==> config.mk <==
export PLATFORM = sky130hd
export DESIGN_NAME = priority_encoder_3to2
export DESIGN_NICKNAME = d
export VERILOG_FILES = /design/src/rtl/priority_encoder_3to2.sv
export SDC_FILE = /design/constraint.sdc
export NUM_CORES = 1
export LEC_CHECK = 0
export CORE_AREA = 2 2 39 41
export CTS_CLUSTER_SIZE = 25
export DETAILED_ROUTE_END_ITERATION = 6
export DIE_AREA = 0 0 41 43
export HOLD_SLACK_MARGIN = 0.02
export PLACE_DENSITY = 0.45
export SETUP_SLACK_MARGIN = 0.15
export SKIP_CTS_REPAIR_TIMING = 1
export SYNTH_ARGS = -nofsm -noshare
export SYNTH_HDL_FRONTEND = slang
export SYNTH_SLANG_ARGS = --single-unit
==> constraint.sdc <==
create_clock -name clk -period 0.8 [get_ports clk]
set_input_delay 0.08 -clock clk [delete_from_list [all_inputs] [get_ports clk]]
set_output_delay 0.08 -clock clk [all_outputs]
set_load 0.02 [all_outputs]
==> src/rtl/priority_encoder_3to2.sv <==
// Three independent 3-to-2 priority encoders: gate-level, dataflow and registered behavioural.
// Code {bit1,bit0}: request 3 -> 11, request 2 -> 10, request 1 -> 01, none -> 00.
module priority_encoder_3to2 (
    input  logic clk,
    input  logic rst,
    // gate-level channel
    input  logic q1,
    input  logic q2,
    input  logic q3,
    output wire  o1,
    output wire  o2,
    // dataflow channel
    input  logic i1,
    input  logic i2,
    input  logic i3,
    output logic m1,
    output logic m2,
    // behavioural channel
    input  logic t1,
    input  logic t2,
    input  logic t3,
    output logic n1,
    output logic n2
);

    // Gate-level channel: bit0 = q3 | (~q2 & q1), bit1 = q3 | q2
    wire w_q2_n;
    wire w_q1_only;

    not g_q2_inv  (w_q2_n, q2);
    and g_q1_mask (w_q1_only, w_q2_n, q1);
    or  g_bit0    (o1, q3, w_q1_only);
    or  g_bit1    (o2, q3, q2);

    // Dataflow channel
    assign m2 = i3 | i2;
    assign m1 = i3 | (~i2 & i1);

    // Behavioural channel: code registered on the clock, no path from t to n in between
    logic [1:0] r_code;

    always_ff @(posedge clk) begin
        if (rst)
            r_code <= 2'b00;
        else if (t3)
            r_code <= 2'b11;
        else if (t2)
            r_code <= 2'b10;
        else if (t1)
            r_code <= 2'b01;
        else
            r_code <= 2'b00;
    end

    assign n1 = r_code[0];
    assign n2 = r_code[1];

endmodule

==> Word-level counts from Yosys, hierarchy flattened <==
Cells that the tools add are included.
{ "word_totals": {"output_inout_bits": 6, "register_bits": 2, "input_bits": 11} }
{ "classes": {"mux": 3, "n_bitwise": 8} }
{ "ops": {"columns": ["op", "n"], "rows": [
  ["$mux W2", 2],
  ["$or A1 B1 Y1", 4],
  ["$and A1 B1 Y1", 2],
  ["$not A1 Y1", 2],
  ["$mux W1", 1]
]} }

==> Logic depth before layout (Yosys ltp) <==
{ "depth": {"word_depth": 3, "depth_mapped": 2} }

==> Worst setup path before layout <==
No wires, ideal clock.
{ "synth_timing": {"path_kind": "reg2out", "start": "reg r_code[0]", "end": "out n1", "path_slack_ps": 325, "path_buffers": 0, "t_required_ps": 720, "path_stages_with_launch": 1, "arrival_ps": 395, "cell_sequence": "dfxtp_1"} }
{ "synth_rtl": {"columns": ["element", "line", "source"], "rows": [
  ["from (decl)", "40", "logic [1:0] r_code;"],
  ["from (signal assigned)", "44", "r_code <= 2'b00;"],
  ["from (signal assigned)", "46", "r_code <= 2'b11;"],
  ["from (signal assigned)", "48", "r_code <= 2'b10;"],
  ["to (decl)", "22", "output logic n1,"]
]} }
No word-level cell between the ends.

==> Worst setup path in the final report <==
{ "layout_timing": {"start": "in q1", "end": "out o1"} }
{ "layout_via": {"elab_chain_len": 2} }
{ "layout_lines": {"columns": ["element", "line", "source"], "rows": [
  ["from (decl)", "7", "input logic q1,"],
  ["$and A1 B1 Y1", "31", "and g_q1_mask (w_q1_only, w_q2_n, q1);"],
  ["$or A1 B1 Y1", "32", "or g_bit0 (o1, q3, w_q1_only);"],
  ["to (decl)", "10", "output wire o1,"]
]} }
Every way passes these cells.

==> impl_metrics.toml <==
[placed_design]
io_buffers = 16
place_area_sq_um = 289.0
placed_cells = 45
gp_congestion = 0.5914

[finish]
drive_gt1_frac = 0.5000
syn2layout_area_growth_pct = 185.1
stdcell_area_sq_um = 310.3
final_common_cell = "buf_6"
largest_reg_flops = 2
fin_nets = 45
fill_cells = 158
most-common-layout-cells = "buf_6 (5), clkdlybuf4s50_1 (4)"
antenna_cells = 0
layout.cells.non_filler = 48
largestRegisters = "r_code x2"
largest_register = "r_code"

[timing]
slew_violations = 0
max_freq_ghz = 1.165
rsz0062_at_grt = "yes"
post-route-period-util = 1.073
setup_viol = 1
fin_crit_ps = 858.6
finalHoldViolations = 0
tns_ps = -58.60
relSlewSlack = 0.9259
timing.final.ws_setup_ps = -58.60
tightest_slew_ps = 110.8

[worst_setup_path]
critPathMaxFanout = 1
crit_type = "in2out"
cp.arrival_ps = 780
worstSetupStartpointType = "input pin"
required_ps = 720
endpoint_kind = "output port"

[route]
drt-wirelength-per-cell_microns = 8.146
drc = 0
drtAntennaViolNets = 0
drt_first_iter_violations = 0
drtPass1Iterations = 1
vias = 160
drt-total-wl_microns = 391
avgViaCountPerCell = 3.333

[grt]
grt_pass1_vias = 186
grtUsageTotal = 0.04995
grt_pass1_wl_microns = 565
grt_max_degree = 3
overflow = 0
antenna_found_initial = 0

[synth]
yosysWarnings = 0
yosysUniqueCellTypes = 7
seq_area_frac_synth = 0.3678
syn_nets = 24
synth_area_sq_um = 108.9
synth.avg_cell_area_sq_um = 8.373
syn_inst = 13
ys_ff_latch = 2

[clock_tree]
path_clk_slew_ps = 30
htreeDepth = 1
root_buffer = "clkbuf_4"
cts_buffers = 3
cts_buffer_depth = 2
clkSinkCount = 2
cts_tree = "yes"

[die]
boundaryPins = 17
start_util = 0.07866
die_y_microns = 43
dieArea_sq_mm = 0.001763
num_rows = 14
core_area_sq_mm = 0.001384
die_w_microns = 41

[status]
status = "complete, but fails checks"
violations = "negative setup slack"

[pwr]
power.density_mw_per_mm2 = 1495
leakage_nw = 0.1781
vdd_drop_max_v = 0.0002235

[min_path]
worstHoldPathType = "in2reg"

[flow_run]
maxCapViolations = 0
==> final timing paths <==
path                  cells past startpoint  start         to
worst max-delay path                      3     q1         o1
worst min-delay path                      3     t2  r_code[1]
==> per-layer routing <==
metal	track usage	wire length, microns	up-vias
li1	-	-	77
met1	0.03797	120	66
met2	0.07188	194	17
met3	0.01571	77	0
met4	0.08000	0	0
met5	0	0	-
==> through the flow <==
stage	utilization	setup slack (ps)	hold slack [ps]	power, mW
6_report	0.2242	-58.60	142.7	0.4639
3_5_place_dp	0.2089	-571.2	675.0	0.2493
5_1_grt	0.2242	-80.83	167.8	0.4848
4_1_cts	0.2251	-571.7	439.0	0.4838
2_1_floorplan	-	324.9	142.4	0.1569
3_3_place_gp	0.2089	-550.2	646.6	0.2453
==> cells in the mapped netlist <==
library cell / number / area, sq um
a21o_1: 2 / 15.01
a21oi_2: 1 / 8.760
dfxtp_1: 2 / 40.04
inv_1: 3 / 11.26
nand2b_4: 1 / 13.76
nor2_1: 2 / 7.510
or2_1: 2 / 12.51
==> power breakdown <==
part | total [mW] | internal (mW) | switching, mW | leakage [nW]
registers | 0.112 | 0.109 | 0.00298 | 0.0171
logic | 0.131 | 0.0786 | 0.0524 | 0.147
clock network | 0.221 | 0.165 | 0.0559 | 0.0138
==> critical path: stages <==
cell and delay (ps):
clkdlybuf4s50_1 400, a21o_1 170, buf_6 130
==> cell type report <==
class | instances | area (sq um) | share of cell area
sequential | 2 | 42.54 | 0.1371
timing repair buffer | 16 | 156.4 | 0.5040
tap | 16 | 20.02 | 0.06452
inverter | 3 | 11.26 | 0.03629
multi-input combinational | 8 | 57.56 | 0.1855
clock buffer | 3 | 22.52 | 0.07258
==> logic make-up after synthesis <==
logic type	Yosys count	synth area share
flip-flops	2	0.3678
AND/OR/NAND/NOR	5	0.3103
buffers and inverters	3	0.1034
AO/OA/AOI/OAI	3	0.2184
Power figures use the tool's default switching activity.
